==> config.mk <==
export PLATFORM = sky130hd
export DESIGN_NAME = register_mode_cfg
export DESIGN_NICKNAME = d
export VERILOG_FILES = /design/src/rtl/register_mode_cfg_pkg.sv /design/src/rtl/register_mode_cfg_sat_counter8.sv /design/src/rtl/register_mode_cfg.sv
export SDC_FILE = /design/constraint.sdc
export NUM_CORES = 1
export LEC_CHECK = 0
export CELL_PAD_IN_SITES_DETAIL_PLACEMENT = 1
export CELL_PAD_IN_SITES_GLOBAL_PLACEMENT = 1
export CORE_ASPECT_RATIO = 1.25
export CORE_MARGIN = 10
export CORE_UTILIZATION = 24
export DETAILED_ROUTE_END_ITERATION = 7
export PLACE_DENSITY_LB_ADDON = 0.12
export SYNTH_ARGS = -nofsm -noshare
export SYNTH_HDL_FRONTEND = slang
export SYNTH_SLANG_ARGS = --single-unit
==> constraint.sdc <==
create_clock -name CLK -period 2 [get_ports CLK]
set_clock_uncertainty 0.15 [all_clocks]
set_input_delay 0.2 -clock CLK [delete_from_list [all_inputs] [get_ports CLK]]
set_output_delay 0.2 -clock CLK [all_outputs]
set_load 0.03 [all_outputs]
==> src/rtl/register_mode_cfg_pkg.sv <==
// Shared types and constants for the RegisterMode configuration front-end.
// Optional readback is enabled by defining REGISTER_MODE_CFG_READBACK_EN.
package register_mode_cfg_pkg;

    typedef enum logic [1:0] {
        ST_IDLE = 2'd0,
        ST_LOAD = 2'd1
`ifdef REGISTER_MODE_CFG_READBACK_EN
        ,
        ST_READ = 2'd2
`endif
    } state_t;

    localparam logic [1:0] OFF_MODE   = 2'd0;
    localparam logic [1:0] OFF_CONST  = 2'd1;
    localparam logic [1:0] OFF_VALUE  = 2'd2;
    localparam logic [1:0] OFF_STATUS = 2'd3;

    localparam logic [1:0] MODE_CONST  = 2'd0;
    localparam logic [1:0] MODE_BYPASS = 2'd1;
    localparam logic [1:0] MODE_DELAY  = 2'd2;

endpackage

==> src/rtl/register_mode_cfg_sat_counter8.sv <==
// 8-bit saturating event counter with synchronous active-low clear.
module sat_counter8 (
    input  logic       clk,
    input  logic       clear_n,
    input  logic       inc,
    output logic [7:0] count
);

    // Clear dominates; otherwise count up and stick at 255.
    always_ff @(posedge clk) begin
        if (!clear_n) begin
            count <= 8'd0;
        end else if (inc && (count != 8'hFF)) begin
            count <= count + 8'd1;
        end
    end

endmodule

==> src/rtl/register_mode_cfg.sv <==
// Configuration front-end for the RegisterMode tile register: decodes an
// addressed valid/ready bus into mode/const settings and config_we pulses.
// Define REGISTER_MODE_CFG_READBACK_EN to enable reads and the load counter.
module register_mode_cfg
    import register_mode_cfg_pkg::*;
#(
    parameter int WIDTH      = 4,
    parameter int ADDR_WIDTH = 8,
    parameter int BASE_ADDR  = 0
) (
    input  logic                  CLK,
    input  logic                  RESETN,
    input  logic                  cfg_valid,
    output logic                  cfg_ready,
    input  logic                  cfg_write,
    input  logic [ADDR_WIDTH-1:0] cfg_addr,
    input  logic [WIDTH-1:0]      cfg_wdata,
    output logic                  rd_valid,
    output logic [WIDTH-1:0]      rd_data,
    input  logic                  stall,
    input  logic [WIDTH-1:0]      reg_value,
    output logic [1:0]            mode,
    output logic [WIDTH-1:0]      const_,
    output logic                  clk_en,
    output logic                  config_we,
    output logic [WIDTH-1:0]      config_data
);

    typedef logic [ADDR_WIDTH:0] addr_ext_t;
    localparam addr_ext_t BASE_EXT = addr_ext_t'(BASE_ADDR);

    state_t    state;
    addr_ext_t rel_addr;
    logic      in_range;
    logic [1:0] offset;
    logic      handshake;

    // Address decode: one extra bit so addresses below the base wrap out of range.
    always_comb begin
        rel_addr  = {1'b0, cfg_addr} - BASE_EXT;
        in_range  = (rel_addr[ADDR_WIDTH:2] == '0);
        offset    = rel_addr[1:0];
        handshake = cfg_valid && cfg_ready;
    end

    // Tile clock enable is stall inverted, one cycle late.
    always_ff @(posedge CLK) begin
        if (!RESETN) begin
            clk_en <= 1'b0;
        end else begin
            clk_en <= ~stall;
        end
    end

`ifdef REGISTER_MODE_CFG_READBACK_EN
    logic       rd_valid_r;
    logic [2:0] rd_sel;
    logic [7:0] load_count;

    sat_counter8 u_load_counter (
        .clk     (CLK),
        .clear_n (RESETN),
        .inc     (state == ST_LOAD),
        .count   (load_count)
    );
`else
    logic unused_reg_value;
    assign unused_reg_value = ^reg_value;
`endif

    // Transaction FSM with registered handshake and pulse outputs.
    always_ff @(posedge CLK) begin
        if (!RESETN) begin
            state       <= ST_IDLE;
            cfg_ready   <= 1'b1;
            config_we   <= 1'b0;
            mode        <= MODE_CONST;
            const_      <= '0;
            config_data <= '0;
`ifdef REGISTER_MODE_CFG_READBACK_EN
            rd_valid_r  <= 1'b0;
            rd_sel      <= '0;
`endif
        end else begin
            config_we <= 1'b0;
`ifdef REGISTER_MODE_CFG_READBACK_EN
            rd_valid_r <= 1'b0;
`endif
            case (state)
                ST_IDLE: begin
                    if (handshake) begin
                        if (cfg_write) begin
                            if (in_range) begin
                                case (offset)
                                    OFF_MODE:  mode   <= cfg_wdata[1:0];
                                    OFF_CONST: const_ <= cfg_wdata;
                                    OFF_VALUE: begin
                                        config_data <= cfg_wdata;
                                        config_we   <= 1'b1;
                                        cfg_ready   <= 1'b0;
                                        state       <= ST_LOAD;
                                    end
                                    default: ;
                                endcase
                            end
                        end
`ifdef REGISTER_MODE_CFG_READBACK_EN
                        else begin
                            rd_sel     <= {in_range, offset};
                            rd_valid_r <= 1'b1;
                            cfg_ready  <= 1'b0;
                            state      <= ST_READ;
                        end
`endif
                    end
                end
                default: begin
                    state     <= ST_IDLE;
                    cfg_ready <= 1'b1;
                end
            endcase
        end
    end

`ifdef REGISTER_MODE_CFG_READBACK_EN
    // Read mux is live during READ so reg_value is sampled in the strobe cycle.
    always_comb begin
        rd_data = '0;
        if (rd_valid_r && rd_sel[2]) begin
            case (rd_sel[1:0])
                OFF_MODE:   rd_data = WIDTH'(mode);
                OFF_CONST:  rd_data = const_;
                OFF_VALUE:  rd_data = reg_value;
                default:    rd_data = WIDTH'(load_count);
            endcase
        end
    end
    assign rd_valid = rd_valid_r;
`else
    assign rd_valid = 1'b0;
    assign rd_data  = '0;
`endif

endmodule

; ---- After elaboration in Yosys (flattened, before gate mapping)
; Index checks and enable logic that the tools add are counted.
[word_totals]
in_bits = 21
out_inout_bits = 18
regBits = 14
[op_classes]
n_reduce_logical = 10
bitwise = 1
mux = 1
n_eq_ne = 2
[ops]
columns = op, count
row1 = 5-bit AND reduction, 4
row2 = 7-bit logical NOT, 1
row3 = 2-bit logical NOT, 2
row4 = 4-bit AND reduction, 1
row5 = 2-bit by 1-bit equality test with 1-bit output (second input constant), 1
row6 = 2-bit equality test (second input constant), 1
row7 = 2-bit AND reduction, 1
row8 = 1-bit logical AND, 1
row9 = 1-bit 2-to-1 mux, 1
row10 = 1-bit NOT, 1

; ---- Longest topological paths before layout
[depth]
ltp_word = 2
depth_mapped = 4
ltp_nobuf = 3

; ---- Least setup slack after synthesis
; OpenSTA, ideal clock, no wires.
[synth_path]
path_kind = flip-flop to flip-flop
from = register cfg_ready
to = register config_data[0]
path_stages_with_launch = 4
setup_ps = 72
path_buffers = 0
arrival_time_ps = 1333
required_ps = 1778
synth_period_minus_slack_ps = 1554
path_slack_ps = 446
cell_sequence = dfxtp_1 and4b_1 nor4b_4 mux2i_1
[synth_via]
elab_chain_cells = 2
[synth_lines]
columns = item, line
row1 = from (decl), register_mode_cfg.sv:14  ; output logic cfg_ready,
row2 = from (signal assigned), register_mode_cfg.sv:75  ; cfg_ready <= 1'b1;
row3 = from (signal assigned), register_mode_cfg.sv:100  ; cfg_ready <= 1'b0;
row4 = from (signal assigned), register_mode_cfg.sv:119  ; cfg_ready <= 1'b1;
row5 = 1-bit logical AND, register_mode_cfg.sv:43  ; handshake = cfg_valid && cfg_ready;
row6 = 5-bit AND reduction (no source line), -
row7 = to (signal assigned), register_mode_cfg.sv:98  ; config_data <= cfg_wdata;
row8 = to (decl), register_mode_cfg.sv:26  ; output logic [WIDTH-1:0] config_data
; Every way passes these cells.
; A chain may end at the register's enable or synchronous reset.

; ---- Worst setup path after layout
[layout_path]
from = register mode[1]
to = output mode[1]
[layout_lines]
columns = item, line
row1 = from (decl), register_mode_cfg.sv:22  ; output logic [1:0] mode,
row2 = from (signal assigned), register_mode_cfg.sv:95  ; OFF_MODE: mode <= cfg_wdata[1:0];
; No word-level cell between the ends.

==> qor.yml <==
run_status:
  outcome: "finished, final reports clean"
global_routing:
  grt_pass1_vias: 579
  grt_max_degree: 19
  grt_antenna_before_repair: 0
  grt_use_total_pct: 7.321
  grt_pass1_wl_um: 2898
  grt_overflow: 0
floorplan:
  dieArea_sq_um: 4989
  core.rowCount: 20
  start_util_pct: 25.00
  io_pins: 39
  core_area_sq_um: 2452
  die_x_um: 65.21
  fp.dieH_um: 76.51
drt:
  dr.first_iter.drc_count: 13
  via_per_inst: 4.203
  wl_met3_um: 139
  met2_length_um: 904
  via_count: 538
  wl_met1_um: 767
  drtAntennaViolNets: 0
  drcViolationCount: 0
  wire_per_inst_um: 14.30
  wirelength_um: 1830
  routed.top_layer: "met4"
  dr.pass1.iters: 2
layout:
  antenna_cells: 0
  drive_gt1_share_pct: 10.53
  num-nets-final: 117
  most-common-layout-cells: "clkdlybuf4s50_1, nand2_1, dfxtp_1"
  fin_cells: 128
  fillerInstances: 302
  final_common_cell: "clkdlybuf4s50_1"
  area_growth_pct: 57.55
worst_setup_path:
  cpPeakStageDelay_ps: 690
  worstSetupEndpointType: "output port"
  worstReg2RegEnd: "const_[1]$_SDFFE_PN0P_"
  cp-startpoint: "mode[1]$_SDFFE_PN0P_"
  cp_num_cells: 1
  r2r_start: "cfg_ready$_SDFFE_PN1P_"
  critPathSlowestCell: "clkdlybuf4s50_1"
  path_cells: "clkdlybuf4s50_1"
  critical_path_class: "flop to output port"
  critical-path-top-delay-family: "buffers and inverters"
  cp.arrival_ps: 1310
  rr_worst_depth: 3
  path_buf_inv: 1
  critPathMaxFanout: 2
  r2r_setup_slack_ps: 600
  critPathRequiredTime_ps: 1650
  worstSetupEndpoint: "mode[1]"
  start_kind: "flop"
clock_network:
  cts_buffer_depth: 2
  cts_resized: 0
  post_cts_buffers: 0
  cts_tree: "yes"
  cts_sinks: 14
  ctsHtreeMaxLevel: 1
  clock_latency_ps: 270
  clk_pin_slew_ps: 90
  hold_buffers: 0
  cts-root-buf: "clkbuf_4"
  numCtsBuffers: 3
yosys:
  synth_top_area_share_pct: 45.71
  ys_seq_area_share_pct: 45.71
  syn_area_sq_um: 613.1
  synth_warnings: 0
  synth_cells: 63
  ys_seq_elements: 14
  syn_avg_cell_area_sq_um: 9.732
  synth_cell_type_count: 18
  synth_area_leader_cell: "dfxtp_1"
  synth_top_cells_by_area: "dfxtp_1, mux2i_1, nand2_1"
min_path:
  hold_class: "flop to flop"
  hold_depth: 1
placement:
  hpwl_um: 1521
  dp_cells: 124
  port_buffers: 29
  gp_congestion: 0.7390
sta:
  final.min_clock_period_ps: 1661
  fmax_ghz: 0.6022
  setup_viol: 0
  tns_ps: 0
  grt_setup_unrepaired: "false"
  final_max_slew_viol_count: 0
  min_period_over_period_pct: 83.03
  timing.final.hold_violations: 0
power:
  p_leak_nw: 0.3952
  power_density_nw_per_um2: 574.3
  peakVddDrop_mv: 0.3474
run:
  max_cap_viol_count: 0
==> power by group <==
group          total [mW]  internal [mW]  switching [mW]
registers           0.280          0.280        0.000334
logic              0.0744         0.0376          0.0368
clock network       0.200          0.111          0.0898
==> logic make-up (layout without fill, tap and decap cells) <==
kind of cell	Yosys count	in the layout	synth area share (%)
AOI/OAI and AO/OA	1	1	1.429
buffers and inverters	7	35	7.348
DFF	14	14	45.71
muxes	10	10	16.33
other	1	5	0.6117
and+or+nand+nor	30	30	28.57
==> cell usage after synthesis <==
library cell   n
and2_2         2
and4b_1        1
buf_4          5
clkbuf_1       2
conb_1         1
dfxtp_1       14
mux2i_1       10
nand2_1       15
nand2b_1       1
nand3b_1       1
nand4_1        2
nor2_1         1
nor2b_1        2
nor3_1         2
nor4b_4        1
o41ai_1        1
or3_1          1
or3_4          1
==> layout make-up <==
| cell class | instances | area (sq um) | share of cell area, % |
|---|---|---|---|
| Sequential cell | 14 | 280.3 | 29.02 |
| Tap cell | 33 | 41.29 | 4.275 |
| Clock buffer | 4 | 36.28 | 3.756 |
| Multi-Input combinational cell | 46 | 302.8 | 31.35 |
| Timing Repair Buffer | 31 | 305.3 | 31.61 |
==> layer usage <==
| layer | vias up | GRT usage [%] |
|---|---|---|
| met5 | - | 0 |
| met4 | 0 | 3.219 |
| met3 | 2 | 2.794 |
| met2 | 22 | 11.74 |
| met1 | 247 | 8.250 |
| li1 | 267 | - |
==> how the worst min path moves through the flow <==
| stage | slack [ps] | endpoint | from |
|---|---|---|---|
| floorplan | 120 | clk_en$_SDFF_PN0_ | stall |
| global placement | 270 | cfg_ready$_SDFFE_PN1P_ | state[0]$_SDFFE_PN0P_ |
| detailed placement | 290 | cfg_ready$_SDFFE_PN1P_ | state[0]$_SDFFE_PN0P_ |
| CTS | 310 | cfg_ready$_SDFFE_PN1P_ | state[0]$_SDFFE_PN0P_ |
| global route | 310 | clk_en$_SDFF_PN0_ | stall |
| finish | 300 | cfg_ready$_SDFFE_PN1P_ | state[0]$_SDFFE_PN0P_ |
==> per-stage QoR <==
step	instance area [sq um]	worst slack, ps	power (mW)	utilization [%]	hold WS [ps]
floorplan	628.1	445.8	0.3268	-	121.6
global placement	929.6	93.79	0.3598	37.91	271.2
detailed placement	929.6	81.22	0.3615	37.91	285.3
CTS	965.9	328.3	0.5639	39.39	308.5
global route	965.9	287.7	0.5814	39.39	314.1
finish	965.9	339.4	0.5547	39.39	296.9
==> flip-flops by register name, summed over array words and instances (netlist names) <==
register and count:
config_data 4, const_ 4, mode 2, cfg_ready 1, clk_en 1, config_we 1
state 1
Note: power is estimated with default switching activity, not from simulation.
